## src/rtl/uart_tx_sched_if.sv

```systemverilog
// uart_tx_sched_if
//   Bundles the requester, tick and transmitter signals of the UART transmit
//   scheduler. The clock and reset stay outside the bundle as plain ports.
//   master : the scheduler side. It drives gnt, tx_start, tx_data, busy and err.
//   slave  : the environment side (requesters, tick generator, UART TX). It
//            drives tick, req, req_data and tx_done.
interface uart_tx_sched_if;
    logic        tick;      // one-cycle tick pulse
    logic [3:0]  req;       // level requests, held until granted
    logic [31:0] req_data;  // byte i on [8i+7:8i]
    logic [3:0]  gnt;       // one-hot, one-cycle grant
    logic        tx_start;  // one-cycle start pulse to the transmitter
    logic [7:0]  tx_data;   // byte being transmitted
    logic        tx_done;   // end-of-frame pulse from the transmitter
    logic        busy;      // scheduler not idle
    logic        err;       // sticky timeout flag

    modport master (
        input  tick, req, req_data, tx_done,
        output gnt, tx_start, tx_data, busy, err
    );

    modport slave (
        output tick, req, req_data, tx_done,
        input  gnt, tx_start, tx_data, busy, err
    );
endinterface

```

## src/rtl/uart_tx_sched.sv

```systemverilog
// uart_tx_sched
//   Round-robin scheduler that shares one UART transmitter between four byte
//   requesters. Each grant issues a one-cycle tx_start with the captured byte.
//   After tx_done, the block waits GAP_TICKS tick pulses before it arbitrates
//   again.
//
//   Optional feature macro: UART_SCHED_TIMEOUT_EN
//     When defined, a WAIT that lasts TIMEOUT_TICKS ticks without tx_done
//     sets the sticky err flag and proceeds as if tx_done had arrived.
//     When undefined, WAIT lasts indefinitely and err is tied to 0.
//
//   Ports:
//     CLK  - system clock
//     RSTn - asynchronous active-low reset
//     bus  - uart_tx_sched_if.master (tick, req, req_data, gnt, tx_start,
//            tx_data, tx_done, busy, err)
module uart_tx_sched #(
    parameter int GAP_TICKS     = 2,
    parameter int TIMEOUT_TICKS = 20
) (
    input  logic            CLK,
    input  logic            RSTn,
    uart_tx_sched_if.master bus
);

    typedef enum logic [1:0] {IDLE, WAIT, GAP} state_e;

    state_e      state_q, state_d;
    logic [1:0]  ptr_q, ptr_d;
    logic [3:0]  gnt_q, gnt_d;
    logic        tx_start_q, tx_start_d;
    logic [7:0]  tx_data_q, tx_data_d;
    logic [7:0]  gap_cnt_q, gap_cnt_d;

    // Arbitration scratch
    logic        found;
    logic [1:0]  win;
    logic [1:0]  idx;

    // Destination after a frame ends. A zero gap skips GAP entirely.
    localparam state_e AFTER_FRAME = (GAP_TICKS == 0) ? IDLE : GAP;

`ifdef UART_SCHED_TIMEOUT_EN
    logic [7:0]  to_cnt_q, to_cnt_d;
    logic        err_q, err_d;
`endif

    always_ff @(posedge CLK or negedge RSTn) begin
        if (!RSTn) begin
            state_q    <= IDLE;
            ptr_q      <= 2'd0;
            gnt_q      <= 4'd0;
            tx_start_q <= 1'b0;
            tx_data_q  <= 8'h00;
            gap_cnt_q  <= 8'd0;
`ifdef UART_SCHED_TIMEOUT_EN
            to_cnt_q   <= 8'd0;
            err_q      <= 1'b0;
`endif
        end else begin
            state_q    <= state_d;
            ptr_q      <= ptr_d;
            gnt_q      <= gnt_d;
            tx_start_q <= tx_start_d;
            tx_data_q  <= tx_data_d;
            gap_cnt_q  <= gap_cnt_d;
`ifdef UART_SCHED_TIMEOUT_EN
            to_cnt_q   <= to_cnt_d;
            err_q      <= err_d;
`endif
        end
    end

    always_comb begin
        state_d    = state_q;
        ptr_d      = ptr_q;
        gnt_d      = 4'd0;
        tx_start_d = 1'b0;
        tx_data_d  = tx_data_q;
        gap_cnt_d  = gap_cnt_q;
`ifdef UART_SCHED_TIMEOUT_EN
        to_cnt_d   = to_cnt_q;
        err_d      = err_q;
`endif

        // Winner is the first requester at or after ptr, wrapping mod 4.
        found = 1'b0;
        win   = ptr_q;
        idx   = 2'd0;
        for (int k = 0; k < 4; k++) begin
            idx = ptr_q + 2'(k);
            if (!found && bus.req[idx]) begin
                found = 1'b1;
                win   = idx;
            end
        end

        case (state_q)
            IDLE: begin
                if (found) begin
                    gnt_d      = 4'b0001 << win;
                    tx_start_d = 1'b1;
                    tx_data_d  = bus.req_data[{win, 3'b000} +: 8];
                    ptr_d      = win + 2'd1;
                    state_d    = WAIT;
`ifdef UART_SCHED_TIMEOUT_EN
                    to_cnt_d   = 8'd0;
`endif
                end
            end
            WAIT: begin
                // tx_done has priority over an expiring timeout tick. A tick
                // that coincides with tx_done is not counted as a gap tick.
                if (bus.tx_done) begin
                    gap_cnt_d = 8'd0;
                    state_d   = AFTER_FRAME;
                end
`ifdef UART_SCHED_TIMEOUT_EN
                else if (bus.tick) begin
                    if (to_cnt_q == 8'(TIMEOUT_TICKS - 1)) begin
                        err_d     = 1'b1;
                        gap_cnt_d = 8'd0;
                        state_d   = AFTER_FRAME;
                    end else begin
                        to_cnt_d  = to_cnt_q + 8'd1;
                    end
                end
`endif
            end
            GAP: begin
                if (bus.tick) begin
                    if (gap_cnt_q == 8'(GAP_TICKS - 1)) begin
                        gap_cnt_d = 8'd0;
                        state_d   = IDLE;
                    end else begin
                        gap_cnt_d = gap_cnt_q + 8'd1;
                    end
                end
            end
            default: state_d = IDLE;
        endcase
    end

    assign bus.gnt      = gnt_q;
    assign bus.tx_start = tx_start_q;
    assign bus.tx_data  = tx_data_q;
    assign bus.busy     = (state_q != IDLE);
`ifdef UART_SCHED_TIMEOUT_EN
    assign bus.err      = err_q;
`else
    assign bus.err      = 1'b0;
`endif

endmodule

```

## src/flat_wrapper.sv

```systemverilog
// flat-port wrapper written by rule: the top's interface ports become plain ports
module uart_tx_sched_flat 
#(
    parameter int GAP_TICKS     = 2,
    parameter int TIMEOUT_TICKS = 20
)
  (CLK, RSTn, bus_tick, bus_req, bus_req_data, bus_tx_done, bus_gnt, bus_tx_start, bus_tx_data, bus_busy, bus_err);
  uart_tx_sched_if bus_i ();
  input  logic CLK;
  input  logic RSTn;
  input wire logic [$bits(bus_i.tick)-1:0] bus_tick;
  input wire logic [$bits(bus_i.req)-1:0] bus_req;
  input wire logic [$bits(bus_i.req_data)-1:0] bus_req_data;
  input wire logic [$bits(bus_i.tx_done)-1:0] bus_tx_done;
  output wire logic [$bits(bus_i.gnt)-1:0] bus_gnt;
  output wire logic [$bits(bus_i.tx_start)-1:0] bus_tx_start;
  output wire logic [$bits(bus_i.tx_data)-1:0] bus_tx_data;
  output wire logic [$bits(bus_i.busy)-1:0] bus_busy;
  output wire logic [$bits(bus_i.err)-1:0] bus_err;
  assign bus_i.tick = bus_tick;
  assign bus_i.req = bus_req;
  assign bus_i.req_data = bus_req_data;
  assign bus_i.tx_done = bus_tx_done;
  assign bus_gnt = bus_i.gnt;
  assign bus_tx_start = bus_i.tx_start;
  assign bus_tx_data = bus_i.tx_data;
  assign bus_busy = bus_i.busy;
  assign bus_err = bus_i.err;
  uart_tx_sched #(.GAP_TICKS(GAP_TICKS), .TIMEOUT_TICKS(TIMEOUT_TICKS)) u_core (.CLK(CLK), .RSTn(RSTn), .bus(bus_i));
endmodule
```

## config.mk

```make
export PLATFORM = sky130hd
export DESIGN_NAME = uart_tx_sched_flat
export DESIGN_NICKNAME = d
export VERILOG_FILES = /design/src/rtl/uart_tx_sched_if.sv /design/src/rtl/uart_tx_sched.sv /design/src/flat_wrapper.sv
export SDC_FILE = /design/constraint.sdc
export NUM_CORES = 1
export LEC_CHECK = 0
export CAP_MARGIN = 25
export CORE_MARGIN = 2
export CORE_UTILIZATION = 48
export CTS_CLUSTER_DIAMETER = 150
export DETAILED_ROUTE_END_ITERATION = 12
export PLACE_DENSITY = 0.85
export SYNTH_ARGS = -nofsm -noshare
export SYNTH_HDL_FRONTEND = slang
export SYNTH_SLANG_ARGS = --single-unit
```

## constraint.sdc

```tcl
create_clock -name CLK -period 4 [get_ports CLK]
set_input_delay 0.6 -clock CLK [delete_from_list [all_inputs] [get_ports CLK]]
set_output_delay 0.6 -clock CLK [all_outputs]
set_load 0.02 [all_outputs]
```

==> results of run 1 <==
layout by cell type, fill, tap and decap left out, types with 2 or more instances in the layout:
| cell | Yosys | routed |
|---|---|---|
| a211oi_1 | 2 | 2 |
| a21oi_1 | 4 | 4 |
| a22oi_1 | 7 | 7 |
| a31oi_1 | 7 | 7 |
| and2_1 | 4 | 4 |
| and3_1 | 4 | 4 |
| clkbuf_4 | 0 | 3 |
| clkdlybuf4s50_1 | 0 | 53 |
| dfrtp_1 | 25 | 25 |
| ha_1 | 2 | 2 |
| inv_1 | 3 | 3 |
| mux2i_1 | 2 | 2 |
| nand2_1 | 8 | 8 |
| nand2b_1 | 3 | 3 |
| nand3_1 | 3 | 3 |
| nand3b_1 | 2 | 2 |
| nor2_1 | 21 | 21 |
| nor2b_1 | 6 | 6 |
| nor3_1 | 2 | 2 |
| nor4b_1 | 7 | 7 |
| o21a_1 | 2 | 2 |
| o21ai_0 | 4 | 4 |
| o21ai_1 | 8 | 8 |
| o31a_1 | 7 | 7 |
| or3_1 | 2 | 2 |
| or4b_1 | 2 | 2 |
| xnor2_1 | 4 | 4 |
how the worst max path moves through the flow:
| stage | end | slack [ns] | start | cells past startpoint |
|---|---|---|---|---|
| floorplan | u_core.bus.tx_data[4]$_DFFE_PN0P_ | 2.18 | bus_req[3] | 7 |
| global placement | u_core.ptr_q[1]$_DFFE_PN0P_ | 1.48 | bus_req[2] | 6 |
| detailed placement | u_core.ptr_q[1]$_DFFE_PN0P_ | 1.38 | bus_req[2] | 6 |
| CTS | u_core.ptr_q[1]$_DFFE_PN0P_ | 1.73 | bus_req[2] | 6 |
| global route | u_core.ptr_q[1]$_DFFE_PN0P_ | 1.52 | bus_req[2] | 6 |
| finish | u_core.ptr_q[1]$_DFFE_PN0P_ | 1.71 | bus_req[2] | 6 |
kinds of logic after synthesis:
group | Yosys count | share of synthesized area (%)
muxes | 2 | 1.28
buffers and inverters | 14 | 5.28
AOI/OAI and AO/OA | 49 | 23.6
other | 1 | 0.240
xor gates and xnor gates | 5 | 2.80
adders and majority gates | 2 | 1.60
and+or+nand+nor | 69 | 25.1
DFF | 25 | 40.0
final cells by class:
cell class                      count  share of cell area (%)
Multi-Input combinational cell    128                    39.9
Clock buffer                        3                    1.05
Timing Repair Buffer               55                    26.4
Clock inverter                      1                   0.350
Tap cell                           44                    2.57
Inverter                            3                   0.526
Sequential cell                    25                    29.2
cell usage after synthesis, types with 2 or more instances:
master,number
buf_6,2
buf_2,3
nand3_1,3
inv_1,3
nor3_1,2
nand2_1,8
o21ai_1,8
o21a_1,2
ha_1,2
and2_1,4
nand3b_1,2
and3_1,4
clkbuf_1,3
or3_1,2
a211oi_1,2
xnor2_1,4
buf_4,3
nor2_1,21
nor2b_1,6
nor4b_1,7
nand2b_1,3
or4b_1,2
a31oi_1,7
dfrtp_1,25
o31a_1,7
a22oi_1,7
a21oi_1,4
o21ai_0,4
mux2i_1,2
power breakdown:
part	switching, mW	internal, mW	leakage [nW]
Clock	0.0806	0.0382	0.0139
Combinational	0.366	0.314	0.515
Sequential	0.0770	0.339	0.315
worst max-delay path, stage by stage:
cell and delay [ns]:
clkdlybuf4s50_1 0.63, nor3b_1 0.10, nor3_2 0.69, nor3_1 0.21
a21oi_1 0.19, a21oi_1 0.08
per-layer routing:
layer,share of wire (%),vias to the layer above,track usage [%]
li1,-,704,-
met1,42,696,27.1
met2,50,61,37.5
met3,6.9,4,5.25
met4,1.0,0,6.21
met5,0,-,0
state kept, by name, summed over array words and instances (netlist names):
signal and flops:
u_core.bus.gnt 4, u_core.bus.tx_data 8, u_core.bus.tx_start 1, u_core.gap_cnt_q 8
u_core.ptr_q 2, u_core.state_q 2
==> summary.md, run 1 <==
| Metric | Value |
|---|---|
| Min Clock Period, post-route | 2.29 ns |
| Kind of critical path | in -> reg |
| Crit start category | primary input |
| Max Root-Sink Buffers | 2 |
| Synth Net Count | 209 |
| Final WL | 3750 microns |
| Synth cell types | 44 |
| DP Area | 0.00211 sq mm |
| Via count | 1465 |
| Setup TNS Final | 0 ns |
| Final cell count without fillers | 259 |
| Vias in the first global route | 1398 |
| Pin count of the biggest net entering global routing | 25 |
| H-tree lvl count | 1 |
| Hold crit path type | reg -> reg |
| First-pass GRT wire length | 6110 microns |
| Min-delay src | u_core.gap_cnt_q[6]$_DFFE_PN0P_ |
| Synth area leader | dfrtp_1 |
| Avg Synthesized Cell Area | 9.36 sq um |
| R2R cell count | 5 |
| Max Slew Vio Count | 0 |
| Worst hold slack | 0.510 ns |
| Netlist Area Pre-Place | 0.00156 sq mm |
| Full die area | 0.00373 sq mm |
| Hold Fails Final Rpt | 0 |
| RSZ-0062 raised after global routing | no |
| Hold Path Cell Cnt | 1 |
| Register area | 626 sq um |
| Power Dens Cells | 567 mW/mm^2 |
| Share of cells above drive strength 1 | 6.05% |
| Critical Path RT | 4.22 ns |
| Mapped Cells | 167 |
| Synth area leaders | dfrtp_1, nor2_1, nor4b_1 |
| Die Ht | 61.1 microns |
| Die X | 61.1 microns |
| Root Buffer | clkbuf_4 |
| Area Growth Syn to Fin | 37.1% |
| R2r setup slk | 2.00 ns |
| DP HPWL | 2900 microns |
| Post-CTS Hold Buffers | 0 |
| FF-to-FF Start | u_core.ptr_q[0]$_DFFE_PN0P_ |
| Number of synthesized flops with an enable pin | 0 |
| Detail Route Antenna Nets | 0 |
| Sink Count | 25 |
| Status | complete, no violations |
| Top_reg_cell synth | dfrtp_1 |
| Max_slew headroom | 39.9% |
| Fraction of registers with async set/reset | 100% |
| Routed wire length per instance | 14.5 microns |
| Filler cells | 240 |
| Worst Path Max Fanout | 16 |
| Total GRT Usage | 21.8% |
| Synth warn | 0 |
| Number of diodes | 0 |
| Worst R2R End | u_core.ptr_q[1]$_DFFE_PN0P_ |
| Critical path arrival | 2.51 ns |
| Final setup vio count | 0 |
| Final Cycle Share | 57.4% |
| Yosys reg bits | 25 |
| Overall Power | 1.21 mW |
| Core area | 0.00308 sq mm |
| Area of the multi-input gates | 855 sq um |
| Clk_lat worst skew | 0.32 ns |
| CTS tree | yes |
| Final Instance Area | 0.00214 sq mm |
| Placement Setup Slack | 1.38 ns |
| Share of the synthesized area in the top cell type | 40.0% |
| GPL Wtd Cong | 0.804 |
| Initial drt markers | 96 |
| Final design utilization | 69.6% |
| Leak | 0.843 nW |
| Initial cell density of the core | 50.8% |
| IO Port Bufs | 53 |
| Final WS setup | 1.71 ns |
| Max IR drop VDD | 0.316 mV |
| Post-Place Cells | 255 |
| # IOs | 55 |
| Max cap viols | 0 |
| Clk_skew | 0.000786 ns |
| Clock Pin Slew Worst Setup and Hold Paths | 0.15 ns |
| Setup crit end kind | register |
| Worst slew pin tran | 0.897 ns |
| First-pass iteration count of the detailed router | 4 |
| Net count, final | 258 |
| Cts bufs inserted | 3 |
| Hold endpoint | u_core.gap_cnt_q[6]$_DFFE_PN0P_ |
| Remaining global-route overflow | 0 |
| Resize count post-CTS | 0 |
| Row cnt | 20 |
| Setup bufs post-CTS | 0 |
| Fmax | 436 MHz |
| Initial antenna violation count | 0 |
| Routed vias/inst | 5.66 |
| Seq/Total Area, Yosys | 40.0% |
| Drt drc | 0 |
No activity file was read; power rests on OpenSTA's default activity.
==> run 2: changes to the inputs <==
--- a/config.mk
+++ b/config.mk
@@ -7,10 +7,10 @@
 export LEC_CHECK = 0
 export CAP_MARGIN = 25
 export CORE_MARGIN = 2
-export CORE_UTILIZATION = 48
+export CORE_UTILIZATION = 45
 export CTS_CLUSTER_DIAMETER = 150
 export DETAILED_ROUTE_END_ITERATION = 12
-export PLACE_DENSITY = 0.85
+export PLACE_DENSITY = 0.8
 export SYNTH_ARGS = -nofsm -noshare
 export SYNTH_HDL_FRONTEND = slang
 export SYNTH_SLANG_ARGS = --single-unit
==> constraint.sdc (replaced) <==
create_clock -name CLK -period 2.4 [get_ports CLK]
set_input_delay 0.36 -clock CLK [delete_from_list [all_inputs] [get_ports CLK]]
set_output_delay 0.36 -clock CLK [all_outputs]
set_load 0.02 [all_outputs]
==> summary.md, run 2 (synthesized netlist as in run 1, its figures left out) <==
| Metric | Value |
|---|---|
| Status | complete, no violations |
| Min Clock Period, post-route | 2.01 ns |
| RSZ-0062 raised after global routing | no |
| Critical path arrival | 1.65 ns (-0.86 ns) |
| DP HPWL | 2880 microns (-0.65%) |
| Leak | 0.851 nW (+0.89%) |
| Worst R2R End | u_core.ptr_q[1]$_DFFE_PN0P_ |
| Net count, final | 261 (+1.2%) |
| Commonest non-fill, non-tap cell in the layout | clkdlybuf4s50_1 |
| Initial drt markers | 73 (-24%) |
| Clk_skew | 0.00152 ns (+0.000738 ns) |
| Routed wire length per instance | 13.8 microns (-4.3%) |
| Clk_lat worst skew | 0.31 ns (about the same) |
| Die X | 62.9 microns (+3.1%) |
| R2R cell count | 5 (unchanged) |
| Slowest cell on the critical path | clkdlybuf4s50_1 |
| Initial antenna violation count | 0 (unchanged) |
| Critical Path RT | 2.04 ns (-2.18 ns) |
| Final Cycle Share | 83.6% |
| Max Slew Vio Count | 0 (unchanged) |
| IO Port Bufs | 53 (unchanged) |
| Hold Fails Final Rpt | 0 (unchanged) |
| Area Growth Syn to Fin | 37.4% |
| Final setup vio count | 0 (unchanged) |
| Overall Power | 2.02 mW (+67%) |
| Max IR drop VDD | 0.394 mV (+25%) |
| Pin count of the biggest net entering global routing | 26 (+4.0%) |
| Critical path depth | 2 (-4) |
| Cts bufs inserted | 3 (unchanged) |
| Row cnt | 21 (+5.0%) |
| Detail Route Antenna Nets | 0 (unchanged) |
| Drt drc | 0 (unchanged) |
| Root Buffer | clkbuf_4 |
| Vias in the first global route | 1411 (+0.93%) |
| R2r setup slk | 0.45 ns (-1.55 ns) |
| Routed vias/inst | 5.45 (-3.6%) |
| Hold crit path type | in -> async |
| Setup crit end kind | output port |
| CP peak stage delay | 0.55 ns (-0.14 ns) |
| Worst Path Max Fanout | 6 (-10) |
| Core area | 0.00334 sq mm (+8.4%) |
| Resize count post-CTS | 0 (unchanged) |
| Full die area | 0.00396 sq mm (+6.2%) |
| H-tree lvl count | 1 (unchanged) |
| Power Dens Cells | 942 mW/mm^2 (+66%) |
| Sink Count | 25 (unchanged) |
| Number of diodes | 0 (unchanged) |
| Final WL | 3660 microns (-2.5%) |
| # IOs | 55 (unchanged) |
| Via count | 1440 (-1.7%) |
| Remaining global-route overflow | 0 (unchanged) |
| Kind of critical path | reg -> out |
| Initial cell density of the core | 46.8% (-3.9 points) |
| Cell family with most CP delay | buffers and inverters |
| WP buf/inv | 1 (unchanged) |
| Crit start category | register |
| Die Ht | 62.9 microns (+3.1%) |
| Post-CTS Hold Buffers | 0 (unchanged) |
| Total GRT Usage | 19.6% (-2.1 points) |
| Fmax | 498 MHz |
| CTS tree | yes |
| Worst slew pin tran | 0.852 ns (-0.0454 ns) |
| First-pass GRT wire length | 6320 microns (+3.5%) |
| FF-to-FF Start | u_core.ptr_q[0]$_DFFE_PN0P_ |
| Max cap viols | 0 (unchanged) |
| GPL Wtd Cong | 0.808 (+0.52%) |
| Clock Pin Slew Worst Setup and Hold Paths | 0.14 ns (about the same) |
| CP cell instances | or2_2 -> clkdlybuf4s50_1 |
| Share of cells above drive strength 1 | 7.34% (+1.3 points) |
| Max_slew headroom | 42.9% (+3.0 points) |
| Setup bufs post-CTS | 0 (unchanged) |
| Max Root-Sink Buffers | 2 (unchanged) |
| Setup TNS Final | 0 ns (unchanged) |
| First-pass iteration count of the detailed router | 4 (unchanged) |
| Commonest cells after routing, fill and taps aside | clkdlybuf4s50_1, dfrtp_1, nor2_1 |
[run 2: cell count changes in the layout (fill, tap and decap cells not counted), sizes merged]
cell  previous run  this run
buf              2         5
[run 2: metal layers]
layer	global-route usage [%]	up-vias	share of wire [%]
li1	-	714	-
met4	6.94	0	0.79
met2	35.9	43	53
met5	0	-	0
met1	23.2	681	41
met3	2.70	2	4.4
[run 2: layout make-up]
cell class                      instances  area, sq um
Inverter                                3         11.3
Clock buffer                            3         22.5
Sequential cell                        25          626
Multi-Input combinational cell        128          855
Tap cell                               46         57.6
Clock inverter                          1         7.51
Fill cell                             297         1190
Timing Repair Buffer                   58          568
[run 2: worst max path at each step]
stage	from	end
final	u_core.state_q[0]$_DFFE_PN0P_	bus_busy
after detailed placement	bus_req[2]	u_core.ptr_q[1]$_DFFE_PN0P_
after global routing	bus_req[0]	u_core.bus.tx_data[5]$_DFFE_PN0P_
after floorplan	u_core.gap_cnt_q[1]$_DFFE_PN0P_	u_core.gap_cnt_q[2]$_DFFE_PN0P_
after CTS	u_core.state_q[0]$_DFFE_PN0P_	bus_busy
after global placement	bus_req[2]	u_core.bus.tx_data[3]$_DFFE_PN0P_
[run 2: through the flow]
| stage | setup slack [ns] | util [%] | cell area [sq um] | hold slack [ns] | instances |
|---|---|---|---|---|---|
| finish | 0.393 | 64.3 | 2150 | 0.392 | 264 |
| global route | 0.283 | 64.3 | 2150 | 0.413 | 264 |
| CTS | 0.388 | 64.3 | 2150 | 0.399 | 264 |
| detailed placement | 0.0782 | 63.4 | 2120 | 0.492 | 260 |
| global placement | 0.166 | 63.4 | 2120 | 0.471 | 260 |
| floorplan | 0.781 | - | 1560 | 0.0644 | 167 |
[run 2: power by group]
group | internal (mW) | switching, mW | total, mW
clock network | 0.0635 | 0.127 | 0.190
registers | 0.564 | 0.127 | 0.690
logic | 0.537 | 0.605 | 1.14
total | 1.16 | 0.859 | 2.02
==> run 3: changes to the inputs <==
==> constraint.sdc (replaced) <==
create_clock -name CLK -period 2.02 [get_ports CLK]
set_input_delay 0.303 -clock CLK [delete_from_list [all_inputs] [get_ports CLK]]
set_output_delay 0.303 -clock CLK [all_outputs]
set_load 0.02 [all_outputs]
==> summary.md, run 3 (synthesized netlist as in run 1, its figures left out) <==
| Metric | Value |
|---|---|
| Max_slew headroom | 54.3% (+11 points) |
| Setup TNS Final | 0 ns (unchanged) |
| Row cnt | 21 (unchanged) |
| Filler cells | 298 (+0.34%) |
| CP cell instances | clkdlybuf4s50_1 -> buf_4 -> nand2b_1 -> a21oi_2 -> or3_1 -> nand2_1 -> o221ai_1 |
| Initial drt markers | 69 (-5.5%) |
| Power Dens Cells | 1110 mW/mm^2 (+17%) |
| Detail Route Antenna Nets | 0 (unchanged) |
| Fmax | 520 MHz |
| Die X | 62.9 microns (unchanged) |
| GPL Wtd Cong | 0.781 (-3.3%) |
| Core area | 0.00334 sq mm (unchanged) |
| Clk_lat worst skew | 0.32 ns (about the same) |
| Net count, final | 269 (+3.1%) |
| Max Slew Vio Count | 0 (unchanged) |
| Max cap viols | 0 (unchanged) |
| Leak | 0.905 nW (+6.4%) |
| Die Ht | 62.9 microns (unchanged) |
| # IOs | 55 (unchanged) |
| Full die area | 0.00396 sq mm (unchanged) |
| Commonest cells after routing, fill and taps aside | clkdlybuf4s50_1, dfrtp_1, nor2_1 |
| Critical path arrival | 2.15 ns (+0.50 ns) |
| Worst Path Max Fanout | 16 (+10) |
| Vias in the first global route | 1436 (+1.8%) |
| RSZ-0062 raised after global routing | no |
| Routed wire length per instance | 14.8 microns (+6.6%) |
| Critical Path RT | 2.25 ns (+0.21 ns) |
| Slowest cell on the critical path | clkdlybuf4s50_1 |
| Status | complete, no violations |
| H-tree lvl count | 1 (unchanged) |
| Max IR drop VDD | 0.495 mV (+26%) |
| CP peak stage delay | 0.55 ns (about the same) |
| Cts bufs inserted | 3 (unchanged) |
| Post-Place Cells | 268 (+3.1%) |
| Area Growth Syn to Fin | 42.1% |
| First-pass GRT wire length | 6540 microns (+3.5%) |
| First-pass iteration count of the detailed router | 4 (unchanged) |
| Min Clock Period, post-route | 1.92 ns |
| Final cell count without fillers | 272 (+3.0%) |
| Cell family with most CP delay | compound AO/OA/AOI/OAI gates |
| Via count | 1528 (+6.1%) |
| Max Root-Sink Buffers | 2 (unchanged) |
| CTS tree | yes |
| Setup crit end kind | register |
| Initial cell density of the core | 46.8% (unchanged) |
| WP buf/inv | 2 (+1) |
| Kind of critical path | in -> reg |
| Pin count of the biggest net entering global routing | 26 (unchanged) |
| Drt drc | 0 (unchanged) |
| DP HPWL | 3090 microns (+7.3%) |
| Hold crit path type | in -> async |
| Clk_skew | 0.0120 ns (+0.0105 ns) |
| Hold Fails Final Rpt | 0 (unchanged) |
| Total GRT Usage | 20.9% (+1.2 points) |
| Routed vias/inst | 5.62 (+3.0%) |
| Remaining global-route overflow | 0 (unchanged) |
| Number of diodes | 0 (unchanged) |
| Clock Pin Slew Worst Setup and Hold Paths | 0.14 ns (about the same) |
| Crit start category | primary input |
| Share of cells above drive strength 1 | 11.5% (+4.2 points) |
| Final WL | 4020 microns (+9.9%) |
| IO Port Bufs | 53 (unchanged) |
| Final setup vio count | 0 (unchanged) |
| Worst slew pin tran | 0.684 ns (-0.168 ns) |
| Final Cycle Share | 95.1% |
| Commonest non-fill, non-tap cell in the layout | clkdlybuf4s50_1 |
| Root Buffer | clkbuf_4 |
| Initial antenna violation count | 0 (unchanged) |
| Sink Count | 25 (unchanged) |
==> run 3: cell count changes in the layout (fill, tap and decap cells not counted), sizes merged <==
cell / delta
clkinvlp: -1
clkdlybuf4s50: -1
dlymetal6s2s: +1
buf: +8
clkinv: +1
==> run 3: stage by stage <==
stage / hold slack (ns) / setup slack [ns] / total power, mW / cell area, sq um / utilization [%]
6_report: 0.322 / 0.0982 / 2.46 / 2220 / 66.6
5_1_grt: 0.324 / 0.0454 / 2.62 / 2220 / 66.6
4_1_cts: 0.326 / 0.0102 / 2.46 / 2200 / 66.1
3_5_place_dp: 0.492 / -0.263 / 2.23 / 2180 / 65.2
3_3_place_gp: 0.468 / -0.149 / 2.17 / 2180 / 65.2
2_1_floorplan: 0.00741 / 0.401 / 1.70 / 1560 / -
==> run 3: metal layers <==
layer	up-vias	GRT usage, %	share of wire [%]
li1	725	-	-
met1	717	26.0	42
met2	77	35.8	50
met3	9	2.70	5.7
met4	0	9.44	2.4
met5	-	0	0
==> run 3: path summary, 6_finish.rpt <==
path                                                    start                           endpoint  slack (ns)  depth (start not counted)
worst min-delay path                                     RSTn    u_core.gap_cnt_q[6]$_DFFE_PN0P_        0.32                          2
worst min register to register  u_core.state_q[1]$_DFFE_PN0P_      u_core.state_q[0]$_DFFE_PN0P_        0.51                          1
min in group CLK                u_core.state_q[1]$_DFFE_PN0P_      u_core.state_q[0]$_DFFE_PN0P_        0.51                          1
worst max-delay path                               bus_req[0]  u_core.bus.tx_data[5]$_DFFE_PN0P_         0.1                          7
worst max register to register    u_core.ptr_q[0]$_DFFE_PN0P_  u_core.bus.tx_data[5]$_DFFE_PN0P_        0.13                          5
max in group asynchronous                                RSTn    u_core.gap_cnt_q[3]$_DFFE_PN0P_        1.45                          2
==> run 3: area by class of cell <==
class,instances,area (sq um),area share [%]
Clock buffer,3,22.5,1.01
Clock inverter,1,5.00,0.225
Inverter,3,11.3,0.507
Multi-Input combinational cell,128,868,39.1
Sequential cell,25,626,28.2
Tap cell,46,57.6,2.59
Timing Repair Buffer,66,631,28.4
==> run 3: repair_timing <==
| item | in CTS | in global routing |
|---|---|---|
| hold endpoints to repair | 0 | 0 |
| buffers inserted | 0 | 0 |
| hold buffers | 0 | 0 |
| endpoints found under the setup margin | 0 | 13 |
| gates resized for setup | 0 | 4 |
==> run 3: power breakdown <==
part           internal [mW]  switching (mW)
Clock                 0.0742           0.146
Sequential             0.670           0.154
Combinational          0.664           0.746
Total                   1.41            1.05
